`config.mk`:
```
export PLATFORM = sky130hd
export DESIGN_NAME = cgra_col_seq
export DESIGN_NICKNAME = d
export VERILOG_FILES = /design/src/rtl/cgra_col_seq.sv
export SDC_FILE = /design/constraint.sdc
export NUM_CORES = 1
export LEC_CHECK = 0
export ABC_AREA = 0
export CAP_MARGIN = 20
export CORE_AREA = 2 2 113 115
export CTS_CLUSTER_DIAMETER = 100
export DETAILED_ROUTE_END_ITERATION = 7
export DIE_AREA = 0 0 115 117
export GPL_TIMING_DRIVEN = 0
export HOLD_SLACK_MARGIN = 0.15
export MAX_ROUTING_LAYER = met4
export PLACE_DENSITY = 0.67
export SYNTH_ARGS = -nofsm -noshare
export SYNTH_HDL_FRONTEND = slang
export SYNTH_SLANG_ARGS = --single-unit
export TNS_END_PERCENT = 50
```
`constraint.sdc`:
```
create_clock -name clk_i -period 2.4 [get_ports clk_i]
set_input_delay 0.48 -clock clk_i [delete_from_list [all_inputs] [get_ports clk_i]]
set_output_delay 0.48 -clock clk_i [all_outputs]
set_load 0.01 [all_outputs]
```
`src/rtl/cgra_col_seq.sv`:
```
// ---------------------------------------------------------------------------
// cgra_col_seq -- column sequencer for a CGRA reconfigurable-cell column.
//
// Walks a kernel through the column's configuration-word memory. A start
// pulse in IDLE loads the program counter and runs IDLE -> LOAD -> EXEC ->
// DONE -> IDLE. In EXEC the PC advances (or branches) on every unstalled
// cycle. Two saturating performance counters track committed instructions
// and stalled EXEC cycles.
//
// Parameters
//   NUM_CREG_LOG2 : PC width (configuration-word index)
//   CNT_WIDTH     : performance counter width
//
// Ports
//   clk_i          : clock, all state updates on the rising edge
//   rst_i          : asynchronous active-high reset
//   start_i        : kernel launch pulse (accepted in IDLE only)
//   start_pc_i     : first configuration-word index of the kernel
//   abort_i        : soft abort, returns to IDLE without a done pulse
//   rcs_stall_i    : merged column stall from the RC array
//   rcs_br_req_i   : merged column branch request
//   rcs_br_add_i   : branch target
//   exec_end_i     : column execution-end indication
//   rcs_pc_o       : column PC driven to the RCs
//   rcs_pc_e_o     : PC enable, RCs commit results while high
//   rcs_conf_re_o  : configuration-word read enable
//   busy_o         : high whenever the sequencer is not IDLE
//   done_o         : one-cycle kernel completion pulse
//   exec_cnt_o     : committed instruction count
//   stall_cnt_o    : stalled EXEC cycle count
// ---------------------------------------------------------------------------
module cgra_col_seq #(
    parameter int NUM_CREG_LOG2 = 5,
    parameter int CNT_WIDTH     = 32
) (
    input  logic                     clk_i,
    input  logic                     rst_i,
    input  logic                     start_i,
    input  logic [NUM_CREG_LOG2-1:0] start_pc_i,
    input  logic                     abort_i,
    input  logic                     rcs_stall_i,
    input  logic                     rcs_br_req_i,
    input  logic [NUM_CREG_LOG2-1:0] rcs_br_add_i,
    input  logic                     exec_end_i,
    output logic [NUM_CREG_LOG2-1:0] rcs_pc_o,
    output logic                     rcs_pc_e_o,
    output logic                     rcs_conf_re_o,
    output logic                     busy_o,
    output logic                     done_o,
    output logic [CNT_WIDTH-1:0]     exec_cnt_o,
    output logic [CNT_WIDTH-1:0]     stall_cnt_o
);

    typedef enum logic [1:0] {
        ST_IDLE = 2'd0,
        ST_LOAD = 2'd1,
        ST_EXEC = 2'd2,
        ST_DONE = 2'd3
    } state_t;

    localparam logic [CNT_WIDTH-1:0] CNT_MAX = {CNT_WIDTH{1'b1}};

    state_t                     state_q, state_d;
    logic [NUM_CREG_LOG2-1:0]   pc_q, pc_d;
    logic [CNT_WIDTH-1:0]       exec_cnt_q, exec_cnt_d;
    logic [CNT_WIDTH-1:0]       stall_cnt_q, stall_cnt_d;

    // State register and datapath flops
    always_ff @(posedge clk_i or posedge rst_i) begin
        if (rst_i) begin
            state_q     <= ST_IDLE;
            pc_q        <= '0;
            exec_cnt_q  <= '0;
            stall_cnt_q <= '0;
        end else begin
            state_q     <= state_d;
            pc_q        <= pc_d;
            exec_cnt_q  <= exec_cnt_d;
            stall_cnt_q <= stall_cnt_d;
        end
    end

    // Next-state / datapath update. Abort is checked first in every busy
    // state so it overrides stall, branch and end handling; PC and counters
    // keep their values on an abort.
    always_comb begin
        state_d     = state_q;
        pc_d        = pc_q;
        exec_cnt_d  = exec_cnt_q;
        stall_cnt_d = stall_cnt_q;

        unique case (state_q)
            ST_IDLE: begin
                if (start_i) begin
                    pc_d        = start_pc_i;
                    exec_cnt_d  = '0;
                    stall_cnt_d = '0;
                    state_d     = ST_LOAD;
                end
            end

            ST_LOAD: begin
                state_d = abort_i ? ST_IDLE : ST_EXEC;
            end

            ST_EXEC: begin
                if (abort_i) begin
                    state_d = ST_IDLE;
                end else if (rcs_stall_i) begin
                    if (stall_cnt_q != CNT_MAX) begin
                        stall_cnt_d = stall_cnt_q + CNT_WIDTH'(1);
                    end
                end else begin
                    if (exec_cnt_q != CNT_MAX) begin
                        exec_cnt_d = exec_cnt_q + CNT_WIDTH'(1);
                    end
                    // Branch wins over end-of-execution; PC wraps naturally
                    // at the top of the configuration memory.
                    if (rcs_br_req_i) begin
                        pc_d = rcs_br_add_i;
                    end else begin
                        pc_d = pc_q + NUM_CREG_LOG2'(1);
                        if (exec_end_i) begin
                            state_d = ST_DONE;
                        end
                    end
                end
            end

            ST_DONE: begin
                state_d = ST_IDLE;
            end

            default: begin
                state_d = ST_IDLE;
            end
        endcase
    end

    // Output decodes depend only on the registered state and the stall
    // input, so no input reaches the PC combinationally.
    always_comb begin
        rcs_pc_e_o    = (state_q == ST_EXEC) && !rcs_stall_i;
        rcs_conf_re_o = (state_q == ST_LOAD) || (state_q == ST_EXEC);
        busy_o        = (state_q != ST_IDLE);
        done_o        = (state_q == ST_DONE);
    end

    assign rcs_pc_o    = pc_q;
    assign exec_cnt_o  = exec_cnt_q;
    assign stall_cnt_o = stall_cnt_q;

endmodule

```
Word-level counts from Yosys, hierarchy flattened
Cells that the tools add are included.
Operators by class
  reductions and logical operators: 10
  equality and inequality tests: 14
  multiplexer cells: 21
  add/subtract/negate cells: 3
Operators with widths (number)
  $mux W32: 7
  $pmux W32 S2: 2
  $add A32 B1 Y32 const B: 2
  $ne A32 B32 Y1 const B: 2
  $mux W5: 4
  $mux W2: 6
  $ne A2 B2 Y1 const B: 6
  $pmux W5 S2: 1
  $reduce_and A5 Y1: 2
  $ne A3 B3 Y1 const B: 3
  $pmux W2 S4: 1
  $reduce_and A4 Y1: 2
  $add A5 B1 Y5 const B: 1
  $eq A2 B2 Y1 const B: 2
  $reduce_bool A2 Y1: 2
  $eq A2 B1 Y1 const B: 1
  $logic_not A2 Y1: 1
  $logic_and A1 B1 Y1: 1
  $logic_not A1 Y1: 1
  $logic_or A1 B1 Y1: 1
Word-level totals
  input port bits: 17
  logic and storage cells: 52
  flip-flop bits (word level): 71

Longest topological paths before layout
  depth after elaboration: 5
  gate-level depth with buffers: 9
  mapped depth without buffers: 7

Worst setup path before layout
OpenSTA, ideal clock, no wires.
  kind: register to register
  from: reg stall_cnt_q[0] (netlist: stall_cnt_o[0])
  to: reg stall_cnt_q[26] (netlist: stall_cnt_o[26])
  stages on the path, launching flop included: 7
  required time: 2.274 ns
  setup time: 0.126 ns
  path slack: 0.139 ns
  buffers on the path: 0
  arrival time: 2.135 ns
  period minus slack after synthesis: 2.261 ns
  path through: dfrtp_1 > ha_1 > nand3_2 > or4_4 > or3_1 > and4_1 > a221o_1
On the way
  cells in the longest elaborated chain, start to end: 5
Ends and longest elaborated chain
  start, declared: line 66  | logic [CNT_WIDTH-1:0] stall_cnt_q, stall_cnt_d;
  start signal, assigned: line 79  | stall_cnt_q <= stall_cnt_d;
  $add A32 B1 Y32: line 111  | stall_cnt_d = stall_cnt_q + CNT_WIDTH'(1);
  $mux W32: line 110  | if (stall_cnt_q != CNT_MAX) begin
  $mux W32: line 109  | end else if (rcs_stall_i) begin
  $mux W32: line 107  | if (abort_i) begin
  $pmux W32 S2: line 92  | unique case (state_q)
Several ways; a longest one is shown, not always the timed one. The select of a mux whose other input is x is not followed.
A chain may end at the register's enable or synchronous reset.

Final worst setup path
  from: reg stall_cnt_q[9] (netlist: stall_cnt_o[9])
  to: reg stall_cnt_q[23] (netlist: stall_cnt_o[23])
The elaborated chain is that of the path after synthesis.

==> results.ini <==
[yosys]
synth_commonest_cells=71 x dfrtp_1, 55 x nand2_1, 36 x nand3_1
yosysTopAreaCellShare=0.380
synth_most_common_cell=dfrtp_1
postSynthRegisterBits=71
synthFlopType=dfrtp_1
synth-edff-count=0
yosysWarnings=0
synth_area_leaders=dfrtp_1 38%, nand2_1 4.4%, nand3_1 3.9%, o311ai_0 3.2%, o21ai_0 2.8%
synth_nets=545
avgSynthCellArea_um2=8.98
synth_seq_area_share=0.380
synthCells=521
yosysUniqueCellTypes=70
async_reset_ff_frac=1.00
syn_area_um2=4680
synth_area_leader_cell=dfrtp_1

[clock_network]
clock_tree.buffer_depth=2
postCtsHoldBufs=0
cts.sinks=71
clk_pin_slew_ns=0.06
tritoncts=built
root_buffer=clkbuf_16
clkLatencyLatePin_ns=0.35
cts_made_buffers=9
h-tree-depth=3

[critical_path]
r2r_cells=6
start_kind=flop
arrival_ns=2.60
cp-end-kind=flop
cp.required_ns=2.64
cp_max_fo=8
r2r-end=stall_cnt_o[23]$_DFFE_PP0P_
reg2reg_from=stall_cnt_o[9]$_DFFE_PP0P_
crit_type=reg2reg
rrSetupSlack_ns=0.03

[routing]
drc=0
postRouteAntennaNets=0
via_per_inst=6.30
vias=4941
drt_iter0_drc=438
totalWireLength_um=15400
avgRoutedWirePerCell_um=19.6
drt_first_pass_iters=7

[timing]
worst_pin_slew_ns=0.770
fin_crit_sh=0.987
finClkSkew_ns=0.00957
maxSlewViolCount=0
period_needed_ns=2.37
hold_viol=0
fin_hold_ws_ns=0.442
rsz0062_at_grt=yes
setup_tns_ns=0
slew_headroom=0.486
setup_viol=0
fmax_mhz=422

[worst_hold_path]
hold_class=in2async

[global_routing]
grt_pass1_vias=4714
grt_use_met3=0.0304
grt_max_degree=54
top_usage_layer=met2
antenna_found_initial=0
grt_pass1_wl_um=24500
grt_use_met2=0.380
grt_usage=0.241
global_route.usage.met1=0.305
grt-ovfl-total=0

[die]
core_area_um2=12300
die_h_um=117
io_pins=90
row_count=41
die_x_um=115
initial_core_util=0.380
dieArea_um2=13500

[flow_run]
cap_violations=0

[layout]
utilization=0.511
num_antenna_cells=0
drive_above_1_share=0.142
area_delta_synth_final_pct=34.5
final_net_count=654

[placement]
place_hpwl_um=10800
port_buffers=88
place_congestion=0.941

[pwr]
powerDensity_nw_per_um2=683
ir_worst_vdd_v=0.000560
leakage_nw=2.57
power.total_mw=4.30

[status]
status=finished, final reports clean

## cell type report
cell class | instances | area (um2)
Fill cell | 1198 | 6020
Multi-Input combinational cell | 406 | 2800
Sequential cell | 71 | 1780
Timing Repair Buffer | 100 | 990
Clock buffer | 12 | 256
Tap cell | 150 | 188
Buffer | 28 | 176
Inverter | 14 | 55.1
Clock inverter | 3 | 42.5
## per-layer routing
metal  part of all wire  vias to the layer above
met5                  0                        -
met4              0.029                        0
met3              0.060                       41
met2               0.48                      203
met1               0.43                     2410
li1                   -                     2287
## power breakdown
| group | internal (mW) | total, mW | switching, mW | leakage (nW) |
|---|---|---|---|---|
| clock | 0.854 | 1.38 | 0.525 | 0.145 |
| sequential | 1.27 | 1.37 | 0.0982 | 0.977 |
| combinational | 0.575 | 1.55 | 0.971 | 1.45 |
| total | 2.70 | 4.30 | 1.59 | 2.57 |
## stage by stage
stage	cells	worst slack (ns)	area, um2
6_report	784	0.0320	6290
5_1_grt	784	-0.0567	6290
4_1_cts	774	0.00158	6160
3_5_place_dp	760	-0.526	5780
3_3_place_gp	759	-1.32	5750
2_1_floorplan	521	0.123	4680
## worst max path at each step
stage / startpoint / end / slack (ns) / cells past startpoint
after global routing: stall_cnt_o[9]$_DFFE_PP0P_ / stall_cnt_o[23]$_DFFE_PP0P_ / -0.06 / 6
final: stall_cnt_o[9]$_DFFE_PP0P_ / stall_cnt_o[23]$_DFFE_PP0P_ / 0.03 / 6
after floorplan: rst_i / exec_cnt_o[0]$_DFFE_PP0P_ / 0.12 / 1
after detailed placement: state_q[0]$_DFFE_PP0P_ / rcs_pc_e_o / -0.53 / 7
after global placement: rst_i / rcs_pc_o[3]$_DFFE_PP0P_ / -1.32 / 2
after CTS: stall_cnt_o[6]$_DFFE_PP0P_ / stall_cnt_o[19]$_DFFE_PP0P_ / 0.002 / 5
## flip-flops by register name, summed over array words and instances, names as in the netlist
register,count
exec_cnt_o,32
rcs_pc_o,5
stall_cnt_o,32
state_q,2
## critical path, cell delays in order, from the launching register on
cell,delay (ns)
dfrtp_1,0.50
nand2_1,0.20
or4_1,0.54
buf_2,0.20
or2_4,0.28
a311o_1,0.35
a21o_1,0.18
## cell families (layout without fill, tap and decap cells)
group | Yosys count | count (layout) | synth area share
multiplexers | 9 | 9 | 0.0195
buffers and inverters | 44 | 157 | 0.0433
flip-flops | 71 | 71 | 0.380
AO/OA/AOI/OAI | 146 | 146 | 0.235
adder cells (fa/ha/maj) | 7 | 7 | 0.0187
XOR/XNOR | 3 | 3 | 0.00562
AND/OR/NAND/NOR | 241 | 241 | 0.298
## layout by cell type (no fill, tap or decap), types with 11 or more instances in the layout
| master | netlist | routed |
|---|---|---|
| nand2_1 | 55 | 55 |
| nor4_1 | 15 | 14 |
| and4_1 | 11 | 11 |
| nor3_1 | 14 | 14 |
| and3_1 | 12 | 12 |
| dfrtp_1 | 71 | 69 |
| nand4_1 | 19 | 19 |
| nor2_1 | 26 | 22 |
| o21ai_0 | 26 | 26 |
| clkdlybuf4s50_1 | 0 | 87 |
| inv_1 | 14 | 12 |
| buf_4 | 2 | 14 |
| o311ai_0 | 17 | 15 |
| nand3_1 | 36 | 35 |
| a21oi_1 | 13 | 13 |
| a31oi_1 | 11 | 11 |
## timing repair
| action | in CTS | in global routing |
|---|---|---|
| gates resized for setup | 26 | 20 |
| pin swaps | 1 | 6 |
| setup buffers | 0 | 11 |
| endpoints found under the setup margin | 60 | 61 |
(Power assumes the default switching activity.)
